===== config.mk =====
export PLATFORM = sky130hd
export DESIGN_NAME = fsmc_sync_bridge
export DESIGN_NICKNAME = d
export VERILOG_FILES = /design/src/rtl/fsmc_sync_bridge.sv
export SDC_FILE = /design/constraint.sdc
export NUM_CORES = 1
export LEC_CHECK = 0
export CAP_MARGIN = 20
export CELL_PAD_IN_SITES_DETAIL_PLACEMENT = 0
export CELL_PAD_IN_SITES_GLOBAL_PLACEMENT = 1
export CORE_AREA = 2 2 112 114
export CTS_BUF_LIST = sky130_fd_sc_hd__clkbuf_8
export CTS_CLUSTER_SIZE = 40
export DETAILED_ROUTE_END_ITERATION = 10
export DIE_AREA = 0 0 114 116
export PLACE_DENSITY_LB_ADDON = 0.1
export SLEW_MARGIN = 30
export SYNTH_ARGS = -nofsm -noshare
export SYNTH_HDL_FRONTEND = slang
export SYNTH_SLANG_ARGS = --single-unit

===== constraint.sdc =====
create_clock -name CLK -period 2.5 [get_ports CLK]
set_input_delay 0.5 -clock CLK [delete_from_list [all_inputs] [get_ports CLK]]
set_output_delay 0.5 -clock CLK [all_outputs]
set_load 0.02 [all_outputs]

===== src/rtl/fsmc_sync_bridge.sv =====
// fsmc_sync_bridge: FSMC multiplexed-bus slave resampled into CLK, decoding a tag into NCH register channels
module fsmc_sync_bridge #(
    parameter int DW = 16,
    parameter int AHW = 3,
    parameter int TAG_W = 4,
    parameter logic [TAG_W-1:0] TAG = 4'hA,
    parameter int NCH = 4,
    parameter int CH_LSB = 12,
    parameter int OFS_W = 12,
    parameter int RD_LAT = 1,
    parameter logic [DW-1:0] MISS_DATA = 16'hDEAD,
    parameter int TMO = 255
) (
    input  logic              CLK,
    input  logic              RST,
    input  logic              NE,
    input  logic              NADV,
    input  logic              NOE,
    input  logic              NWE,
    input  logic [DW-1:0]     AD_IN,
    input  logic [AHW-1:0]    A_HI,
    output logic [DW-1:0]     AD_OUT,
    output logic              AD_OE,
    output logic [OFS_W-1:0]  OFS,
    output logic [DW-1:0]     WR_DATA,
    output logic [NCH-1:0]    WR_STB,
    output logic [NCH-1:0]    RD_STB,
    input  logic [NCH*DW-1:0] RD_DATA,
    output logic              DONE,
    output logic [7:0]        MISS_CNT
);
    localparam int CHW = $clog2(NCH);
    localparam int CW = $clog2(TMO + 4);

    typedef enum logic [2:0] {IDLE, ADDR, WAIT_WR, RD_REQ, RD_WAIT, RD_DRV} state_t;

    state_t state, state_nxt;
    logic [3:0] s1, s2, s3;
    logic [CW-1:0] cnt;
    logic hit;
    logic [CHW-1:0] ch;
    logic [DW-1:0] rd_words [NCH];
    logic latch, wr_go, rd_go, cap_rd, cap_miss, done_go, miss_go;

    for (genvar k = 0; k < NCH; k++) begin : g_rd
        assign rd_words[k] = RD_DATA[k*DW +: DW];
    end

    // strobe order in the sync chain: {NE, NADV, NOE, NWE}
    wire ne_low    = ~s2[3];
    wire ne_rise   = s2[3] & ~s3[3];
    wire nadv_rise = s2[2] & ~s3[2];
    wire noe_fall  = ~s2[1] & s3[1];
    wire noe_rise  = s2[1] & ~s3[1];
    wire nwe_fall  = ~s2[0] & s3[0];
    wire nwe_rise  = s2[0] & ~s3[0];

    always_comb begin
        state_nxt = state;
        latch = 1'b0;
        wr_go = 1'b0;
        rd_go = 1'b0;
        cap_rd = 1'b0;
        cap_miss = 1'b0;
        done_go = 1'b0;
        miss_go = 1'b0;
        if (state != IDLE && ne_rise) begin
            miss_go = 1'b1;
            state_nxt = IDLE;
        end else begin
            case (state)
                IDLE: if (nadv_rise && ne_low) begin
                    latch = 1'b1;
                    state_nxt = ADDR;
                end
                ADDR: begin
                    if (nadv_rise) latch = 1'b1;
                    else if (nwe_fall) state_nxt = WAIT_WR;
                    else if (noe_fall) state_nxt = RD_REQ;
                    else if (cnt == CW'(TMO - 1)) begin
                        miss_go = 1'b1;
                        state_nxt = IDLE;
                    end
                end
                WAIT_WR: if (nwe_rise) begin
                    wr_go = hit;
                    miss_go = ~hit;
                    done_go = 1'b1;
                    state_nxt = IDLE;
                end
                RD_REQ: begin
                    rd_go = hit;
                    cap_miss = ~hit;
                    miss_go = ~hit;
                    state_nxt = hit ? RD_WAIT : RD_DRV;
                end
                RD_WAIT: if (cnt == CW'(RD_LAT)) begin
                    cap_rd = 1'b1;
                    state_nxt = RD_DRV;
                end
                RD_DRV: if (noe_rise) begin
                    done_go = 1'b1;
                    state_nxt = IDLE;
                end
                default: state_nxt = IDLE;
            endcase
        end
    end

    always_ff @(posedge CLK) begin
        if (RST) begin
            s1 <= '1;
            s2 <= '1;
            s3 <= '1;
            state <= IDLE;
            cnt <= '0;
            hit <= 1'b0;
            ch <= '0;
            OFS <= '0;
            WR_DATA <= '0;
            WR_STB <= '0;
            RD_STB <= '0;
            AD_OUT <= '0;
            AD_OE <= 1'b0;
            DONE <= 1'b0;
            MISS_CNT <= '0;
        end else begin
            s1 <= {NE, NADV, NOE, NWE};
            s2 <= s1;
            s3 <= s2;
            state <= state_nxt;
            cnt <= (latch || state_nxt != state) ? '0 : cnt + 1'b1;
            if (latch) begin
                hit <= {A_HI, AD_IN[DW-1 -: TAG_W-AHW]} == TAG;
                ch <= AD_IN[CH_LSB +: CHW];
                OFS <= AD_IN[OFS_W-1:0];
            end
            if (state == WAIT_WR && nwe_rise) WR_DATA <= AD_IN;
            WR_STB <= wr_go ? NCH'(1) << ch : '0;
            RD_STB <= rd_go ? NCH'(1) << ch : '0;
            if (cap_miss) AD_OUT <= MISS_DATA;
            else if (cap_rd) AD_OUT <= rd_words[ch];
            // output enable is exactly "in RD_DRV", so it can never leak into other states
            AD_OE <= state_nxt == RD_DRV;
            DONE <= done_go;
            if (miss_go && MISS_CNT != 8'hFF) MISS_CNT <= MISS_CNT + 1'b1;
        end
    end
endmodule


==> impl_metrics.env, run 1 <==
export IMPL_status="finished clean"
export IMPL_numCtsBuffers=9
export IMPL_grt_max_degree=40
export IMPL_crit_fanout=13
export IMPL_drive_gt1_share_pct=11.98
export IMPL_synth_flop_cell="dfxtp_1"
export IMPL_hold_class="reg -> reg"
export IMPL_grt_pass1_wl_mm=17.06
export IMPL_yosysWarnings=0
export IMPL_maxSlewHeadroom_pct=40.96
export IMPL_layout_commonest_cell="clkdlybuf4s50_1"
export IMPL_cp_num_buf_inv=1
export IMPL_start_kind="register"
export IMPL_die_w_um=114
export IMPL_fin_nets=640
export IMPL_max_freq_mhz=449.4
export IMPL_arrival_ns=2.46
export IMPL_via_per_inst=4.824
export IMPL_root_buffer="clkbuf_8"
export IMPL_fillers=1163
export IMPL_start_util_pct=32.35
export IMPL_htree_levels=3
export IMPL_criticalPathCategory="reg -> reg"
export IMPL_syn_area_um2=3854
export IMPL_drtPass1Iterations=4
export IMPL_maxCapViolations=0
export IMPL_insertion_delay_ns=0.36
export IMPL_yosys_register_bits=89
export IMPL_max_stage_delay_ns=0.62
export IMPL_cts_resized_gates=0
export IMPL_track_usage_pct=16.69
export IMPL_post_route_period_util_pct=89.00
export IMPL_post_cts_buffers=0
export IMPL_ios=151
export IMPL_dieArea_um2=13220
export IMPL_path_delay_family="compound AO/OA/AOI/OAI gates"
export IMPL_drc=0
export IMPL_use_met3_pct=5.805
export IMPL_wl_per_cell_um=15.44
export IMPL_met1_usage_pct=19.92
export IMPL_antenna_found_initial=0
export IMPL_report_final_hold_viol_count=0
export IMPL_most_common_layout_cells="clkdlybuf4s50_1, dfxtp_1, nor2_1"
export IMPL_via_count=3367
export IMPL_antenna_left=0
export IMPL_p_clk_share_pct=34.6
export IMPL_io_buffers=150
export IMPL_dp_hpwl_mm=7.984
export IMPL_end_kind="register"
export IMPL_peakVddDrop_v=0.0002432
export IMPL_die_h_um=116
export IMPL_grt_pass1_vias=3352
export IMPL_synthCells=398
export IMPL_row_count=40
export IMPL_globalplace_congestion=0.8208
export IMPL_postLayoutCoreUtil_pct=47.85
export IMPL_drt_total_wl_mm=10.78
export IMPL_area_delta_synth_final_pct=47.89
export IMPL_n_antenna_cell=0
export IMPL_worstPathRequired_ns=2.73
export IMPL_pwr_share_seq_pct=56.6
export IMPL_cts_clk_slew_worst_paths_ns=0.08
export IMPL_pwr_density_cell_nw_per_um2=447.4
export IMPL_synth_cell_type_count=46
export IMPL_setup_violations=0
export IMPL_p_leak_nw=1.936
export IMPL_worstMarginPinSlew_ns=0.8845
export IMPL_core_um2=11910
export IMPL_clockBufferDepth=2
export IMPL_p_sw_share_pct=22.75
export IMPL_crit_chain="inv_1, a2111o_1, a21bo_2, o32ai_4, xnor2_2, nor3_1"
export IMPL_drt_iter0_markers=163
export IMPL_grt_overflow_total=0
export IMPL_holdBufCountCts=0
export IMPL_ys_seq_area_share_pct=46.23
export IMPL_p_switching_mw=0.5800
export IMPL_power_frac_comb_pct=8.8
export IMPL_synth_edf_count=0
export IMPL_cts_tree="yes"
export IMPL_syn_avg_cell_area_um2=9.683
export IMPL_p_int_mw=1.970
export IMPL_worst_path_max_delay_cell="dfxtp_1"
export IMPL_rsz0062_at_grt="false"
export IMPL_min_period_ns=2.225
export IMPL_slew_viol_final=0
export IMPL_finClkSkew_ns=0.007142
export IMPL_async_reset_ff_share_pct=0
export IMPL_setup_tns_ns=0
export IMPL_grt_busiest_layer="met2"
export IMPL_clkSinkCount=89
export IMPL_synth_net_count=491
export IMPL_grtUsageMet2_pct=27.70
stage by stage:
stage	setup WS, ns	area [µm²]	std cells	hold WS, ns	power, mW
detailed placement	0.2920	5529	683	0.3937	1.704
global placement	0.3375	5529	683	0.3937	1.702
floorplan	0.6492	3854	398	0.3895	1.543
global route	0.05258	5699	698	0.4242	2.677
finish	0.2749	5699	698	0.4121	2.550
CTS	0.2737	5699	698	0.4126	2.594
registers in the layout, summed over array words and instances (netlist names), 8 cells and up:
signal	flops
AD_OUT	16
WR_DATA	16
OFS	12
MISS_CNT	8
cnt	9
synthesized netlist by cell type, types with 2 or more instances:
master     number  share of area, %
nand4_1         2              0.32
o22ai_1         2              0.32
a31oi_1         2              0.32
clkbuf_1       13               1.3
a21oi_1        23               3.0
xnor2_1         7               1.6
nand4b_1        2              0.45
o211ai_1        2              0.39
or3_1           3              0.49
dfxtp_1        89                46
o21ai_0         3              0.39
mux4_2         16               9.4
mux2i_1        21               5.5
and3_1          3              0.49
nor3_1         20               2.6
nor2_1         63               6.1
o2111ai_1       3              0.68
nor2b_1         6              0.97
inv_1           5              0.49
xor2_1          4              0.91
or2_2          13               2.1
nand3_1         7              0.91
nand2b_1        7               1.1
a211oi_1       12               2.3
nand2_1        40               3.9
ha_1            4               1.3
buf_2           7              0.91
final timing paths:
path,start,to,slack (ns),cells past startpoint
worst max register to register,state[0],cnt[8],0.27,6
worst min-delay path,s1[1],s2[1],0.41,1
worst min register to register,s1[1],s2[1],0.41,1
worst max-delay path,state[0],cnt[8],0.27,6
final cells by class:
cell class,count,area [µm²],share of cell area (%)
multi-input cells,282,1961,34.40
flip-flops and latches,89,1782,31.26
repair buffers,160,1584,27.79
well taps,147,183.9,3.227
clock buffers,10,137.6,2.415
clock inverters,5,32.53,0.5708
inverters,5,18.77,0.3293
logic make-up after synthesis:
family                   share of synthesized area, %
AO/OA/AOI/OAI                                   9.383
AND/OR/NAND/NOR                                 22.47
adder cells (fa/ha/maj)                         1.299
flip-flops                                      46.23
XOR/XNOR                                        2.922
multiplexers                                    14.81
buffers and inverters                           2.889
power by group through the flow:
stage | Clock (mW) | Combinational (mW) | Sequential [mW]
4_1_cts | 0.922 | 0.229 | 1.44
5_1_grt | 0.988 | 0.243 | 1.45
3_5_place_dp | 0 | 0.228 | 1.48
6_report | 0.882 | 0.225 | 1.44
2_1_floorplan | 0 | 0.0700 | 1.47
3_3_place_gp | 0 | 0.225 | 1.48
routing by layer:
layer	routed length, µm	vias to the layer above
met5	0	-
met4	163	0
met3	927	11
met2	5122	114
met1	4561	1560
li1	-	1682
Note: power is estimated with default switching activity, not from simulation.
==> run 2, diff against run 1 <==
--- a/config.mk
+++ b/config.mk
@@ -5,11 +5,11 @@
 export SDC_FILE = /design/constraint.sdc
 export NUM_CORES = 1
 export LEC_CHECK = 0
-export CAP_MARGIN = 20
 export CELL_PAD_IN_SITES_DETAIL_PLACEMENT = 0
 export CELL_PAD_IN_SITES_GLOBAL_PLACEMENT = 1
 export CORE_AREA = 2 2 112 114
 export CTS_BUF_LIST = sky130_fd_sc_hd__clkbuf_8
+export CTS_CLUSTER_DIAMETER = 200
 export CTS_CLUSTER_SIZE = 40
 export DETAILED_ROUTE_END_ITERATION = 10
 export DIE_AREA = 0 0 114 116
==> results of run 2 <==
No change in the layout: final DEF, timing and power equal those of run 1.
==> run 3, diff against run 2 <==
--- a/config.mk
+++ b/config.mk
@@ -7,12 +7,12 @@
 export LEC_CHECK = 0
 export CELL_PAD_IN_SITES_DETAIL_PLACEMENT = 0
 export CELL_PAD_IN_SITES_GLOBAL_PLACEMENT = 1
-export CORE_AREA = 2 2 112 114
+export CORE_AREA = 2 2 117 119
 export CTS_BUF_LIST = sky130_fd_sc_hd__clkbuf_8
 export CTS_CLUSTER_DIAMETER = 200
 export CTS_CLUSTER_SIZE = 40
 export DETAILED_ROUTE_END_ITERATION = 10
-export DIE_AREA = 0 0 114 116
+export DIE_AREA = 0 0 119 121
 export PLACE_DENSITY_LB_ADDON = 0.1
 export SLEW_MARGIN = 30
 export SYNTH_ARGS = -nofsm -noshare
==> constraint.sdc (replaced) <==
create_clock -name CLK -period 1.89 [get_ports CLK]
set_input_delay 0.378 -clock CLK [delete_from_list [all_inputs] [get_ports CLK]]
set_output_delay 0.378 -clock CLK [all_outputs]
set_load 0.02 [all_outputs]
==> run 3 against run 2 <==
  * The flow now finishes with violations (negative setup slack)
  * Register-to-register slack got worse by 0.34 ns
  * Largest cell class unchanged
  * Combinational power increased by 49%
  * Critical endpoint is now cnt[1]
  * Total power increased by 45%
==> impl_metrics.env, run 3 (synthesis gave the netlist of run 1 again) <==
export IMPL_status="complete, but fails checks"
export IMPL_violations="negative setup slack"
export IMPL_worstMarginPinSlew_ns=0.3746
export IMPL_post_route_period_util_pct=103.4
export IMPL_ios=151
export IMPL_worstPathRequired_ns=2.13
export IMPL_report_final_hold_viol_count=0
export IMPL_min_period_ns=1.954
export IMPL_layout_commonest_cell="clkdlybuf4s50_1"
export IMPL_cts_clk_slew_worst_paths_ns=0.09
export IMPL_crit_fanout=5
export IMPL_arrival_ns=2.20
export IMPL_p_switching_mw=0.8332
export IMPL_globalplace_congestion=0.7995
export IMPL_pwr_share_seq_pct=51.2
export IMPL_pwr_density_cell_nw_per_um2=601.3
export IMPL_dp_hpwl_mm=8.025
export IMPL_via_count=3501
export IMPL_n_antenna_cell=0
export IMPL_die_h_um=121
export IMPL_dieArea_um2=14400
export IMPL_htree_levels=3
export IMPL_clkSinkCount=89
export IMPL_p_clk_share_pct=39.8
export IMPL_setup_tns_ns=-0.4233
export IMPL_drc=0
export IMPL_insertion_delay_ns=0.36
export IMPL_setup_violations=10
export IMPL_track_usage_pct=15.28
export IMPL_p_int_mw=2.877
export IMPL_antenna_left=0
export IMPL_criticalPathCategory="reg -> reg"
export IMPL_hold_class="in -> reg"
export IMPL_postLayoutCoreUtil_pct=47.15
export IMPL_io_buffers=150
export IMPL_end_kind="register"
export IMPL_design_area_um2=6170
export IMPL_grt_pass1_vias=3354
export IMPL_via_per_inst=4.656
export IMPL_drt_total_wl_mm=11.10
export IMPL_max_freq_mhz=511.8
export IMPL_grt_overflow_total=0
export IMPL_area_delta_synth_final_pct=60.10
export IMPL_start_util_pct=29.45
export IMPL_maxCapViolations=0
export IMPL_grt_pass1_wl_mm=17.43
export IMPL_reg_top3="AD_OUT x16, WR_DATA x16, OFS x12"
export IMPL_power_frac_comb_pct=9.0
export IMPL_maxSlewHeadroom_pct=75.03
export IMPL_drtPass1Iterations=5
export IMPL_wl_per_cell_um=14.76
export IMPL_fin_nets=664
export IMPL_root_buffer="clkbuf_8"
export IMPL_grt_max_degree=33
export IMPL_rsz0062_at_grt="true"
export IMPL_finClkSkew_ns=0.01237
export IMPL_p_leak_nw=2.136
export IMPL_drive_gt1_share_pct=20.66
export IMPL_clockBufferDepth=2
export IMPL_core_um2=13090
export IMPL_die_w_um=119
export IMPL_p_sw_share_pct=22.46
export IMPL_most_common_layout_cells="clkdlybuf4s50_1, dfxtp_1, nor2_1"
export IMPL_place_ws_ns=-0.05950
export IMPL_cts_tree="yes"
export IMPL_fin_total_pwr_mw=3.710
export IMPL_antenna_found_initial=0
export IMPL_start_kind="register"
export IMPL_holdBufCountCts=0
export IMPL_drt_iter0_markers=118
export IMPL_setup_ws_ns=-0.06380
export IMPL_slew_viol_final=0
export IMPL_numCtsBuffers=9
export IMPL_row_count=42
export IMPL_dpl_instance_area_um2=5746
export IMPL_peakVddDrop_v=0.0002565
==> run 3: worst max-delay path, stage by stage, from the launching register on <==
cell and delay [ns]:
dfxtp_1 0.42, nand4_1 0.14, or3_4 0.42, nor2b_4 0.15
o32ai_4 0.31, buf_6 0.16, xnor2_4 0.16, nor3_2 0.07
==> run 3: metal layers <==
metal	up-vias	GRT usage (%)	wire length [µm]
met2	95	24.93	5423
met1	1657	19.51	4880
met3	7	4.652	704
li1	1742	-	-
met5	-	0	0
met4	0	4.464	93
==> run 3: final timing paths <==
path | cells after the start | startpoint | slack [ns] | to
worst max-delay path | 7 | cnt[5] | -0.06 | cnt[1]
worst min-delay path | 2 | RST | 0.39 | DONE
worst max register to register | 7 | cnt[5] | -0.06 | cnt[1]
worst min register to register | 1 | s1[0] | 0.42 | s2[0]
==> run 3: timing repair <==
item / CTS / global route
hold endpoints to repair: 0 / 0
resized for setup: 1 / 36
setup endpoints to repair: 9 / 34
buffers inserted: 1 / 3
cloned: 0 / 1
pin swaps: 1 / 13
==> run 3: per-stage QoR <==
step,cells,hold slack [ns]
2_1_floorplan,398,0.3895
3_3_place_gp,731,0.3955
3_5_place_dp,731,0.3972
4_1_cts,748,0.3837
5_1_grt,752,0.3970
6_report,752,0.3923
==> run 3: power by group through the flow <==
stage	sequential [mW]	combinational [mW]	clock, mW
finish	1.90	0.335	1.47
global route	1.90	0.360	1.62
CTS	1.90	0.327	1.54
detailed placement	1.94	0.323	0
global placement	1.94	0.320	0
floorplan	1.95	0.0925	0
==> run 3: layout make-up <==
class	instances	area, µm²
clock inverters	7	101.3
inverters	5	18.77
flip-flops and latches	89	1790
fillers	1257	6915
multi-input cells	283	2107
clock buffers	9	123.9
repair buffers	183	1808
well taps	176	220.2
==> patch, RTL diff (settings of run 3) <==
Set the parameter `TMO` to 510 (it was 255).
--- a/src/rtl/fsmc_sync_bridge.sv
+++ b/src/rtl/fsmc_sync_bridge.sv
@@ -9,7 +9,7 @@
     parameter int OFS_W = 12,
     parameter int RD_LAT = 1,
     parameter logic [DW-1:0] MISS_DATA = 16'hDEAD,
-    parameter int TMO = 255
+    parameter int TMO = 510
 ) (
     input  logic              CLK,
     input  logic              RST,
Formal check against the unedited RTL: no difference found for any inputs over 10 cycles, from zero or initial values and one cycle with RST high; that may be too few to reach the edited logic, so the function may still have changed.
==> patch against run 3 <==
- total power decreased by 6.0%
- hold slack better by 0.015 ns
- setup slack improved by 0.12 ns
- routed wire length shrank 0.32%
- via count up 1.4%
- final area fell by 2.3%
- first-iteration DRC count rose by 72%
- critical path depth up 1
- sequential cell count grew 1
- area after synthesis rose by 1.2%
- critical path type unchanged
- largest power group unchanged
==> patch: results (changes against run 3) <==
[clocking]
path_clk_slew_ns=0.09  ; about the same
htreeDepth=3  ; unchanged
cts_buffers=9  ; unchanged
insertion_delay_ns=0.37
cts_root_buffer=clkbuf_8

[power]
power_frac_clock_pct=35.4  ; -4.4 points
p_leak_nw=2.13  ; -0.20%
p_seq_share_pct=55.1  ; +3.9 points
p_per_area_nw_per_um2=578  ; -3.8%
switchingPower_uw=826  ; -0.90%
ir_drop_uv=355  ; +39%

[grt]
grt_pass1_vias=3357  ; +0.089%
grt_usage_pct=15.2  ; -0.075 points
grt_use_met1_pct=18.1  ; -1.4 points
met2_usage_pct=25.6  ; +0.68 points
use_met3_pct=4.98  ; +0.33 points
grt_pass1_wl_mm=17.2  ; -1.2%
grt_max_degree=35  ; +6.1%

[logic_synthesis]
synth.mux.area_fraction_pct=14.4  ; -0.44 points
ys_seq_area_share_pct=46.2  ; -0.050 points
synth_fp_nets=498  ; +1.4%
syn_avg_cell_area_um2=9.61  ; -0.76%
synthAdderAreaFrac_pct=1.22  ; -0.080 points
yosys-top-cells-count=90 x dfxtp_1, 57 x nor2_1, 41 x nand2_1
synth_xor_area_share_pct=1.80  ; -1.1 points
yosysUniqueCellTypes=51  ; +11%
synth-compound-area-share_pct=8.69  ; -0.69 points
synth.area.top_cells=dfxtp_1 46%, mux4_2 9.2%, nor2_1 5.5%

[route]
drt-pass1-iter-count=4  ; -1
route.met3.wl_um=820  ; +16%
vias_per_cell=4.69  ; +0.83%
routed.top_layer=met4
routedWlPerCell_um=14.6  ; -0.85%
drtIter0Drc=203  ; +72%
met1Wirelength_mm=4.84  ; -0.76%
wl_met2_mm=5.26  ; -3.0%

[placement]
dpl_cell_area_um2=5780  ; +0.52%
place_congestion=0.809  ; +1.2%
portBuffers=150  ; unchanged
place_inst=740  ; +1.2%
hpwlAfterDp_mm=8.17  ; +1.8%
post-place-ws_ns=0.0126  ; +0.0721 ns

[layout]
nets=667  ; +0.45%
stdcell_count=756  ; +0.53%
syn2layout_area_growth_pct=54.6
nFillCells=1289  ; +2.5%
reg_top3=AD_OUT (16), WR_DATA (16), OFS (12)
drive_gt1_share_pct=17.2  ; -3.4 points

[outcome]
run_status=finished, final reports clean

[hold_path]
hold_class=reg -> reg
hp-start=s1[0]

[timing]
tightestPinTransition_ns=0.427  ; +0.0525 ns
clock-skew-final_ns=0.00904  ; -0.00333 ns

[setup_path]
crit_family=compound AO/OA/AOI/OAI gates
cp_max_fo=8  ; +3
cp_slowest_cell=a311oi_4
crit_arrival_ns=2.13  ; -0.07 ns
slowest_delay_ns=0.46  ; +0.04 ns
rr_startpoint=cnt[1]

## patch: repair_timing
item,4_1_cts,5_1_grt
resized for setup,1,23
endpoints found under the setup margin,2,23
endpoints found under the hold margin,0,0
pin swaps,0,6
setup buffers,0,0
## patch: worst paths after layout
check                end  slack, ns  depth (start not counted)
max          MISS_CNT[1]       0.05                          8
min reg2reg        s2[0]       0.41                          1
min                s2[0]       0.41                          1
max reg2reg  MISS_CNT[1]       0.05                          8
## patch: final cells by class
cell class	count	share of cell area, %
flip-flops and latches	90	30.0
inverters	5	0.311
multi-input cells	287	33.4
clock inverters	6	0.664
clock buffers	10	2.28
repair buffers	182	29.6
well taps	176	3.65
## patch: cell families (layout without fill, tap and decap cells)
group | count (synthesis) | count (layout)
mux | 36 | 36
buf+inv | 29 | 203
compound gates | 50 | 50
fa+ha+maj | 4 | 4
flops | 90 | 90
xor+xnor | 8 | 8
simple gates | 189 | 189
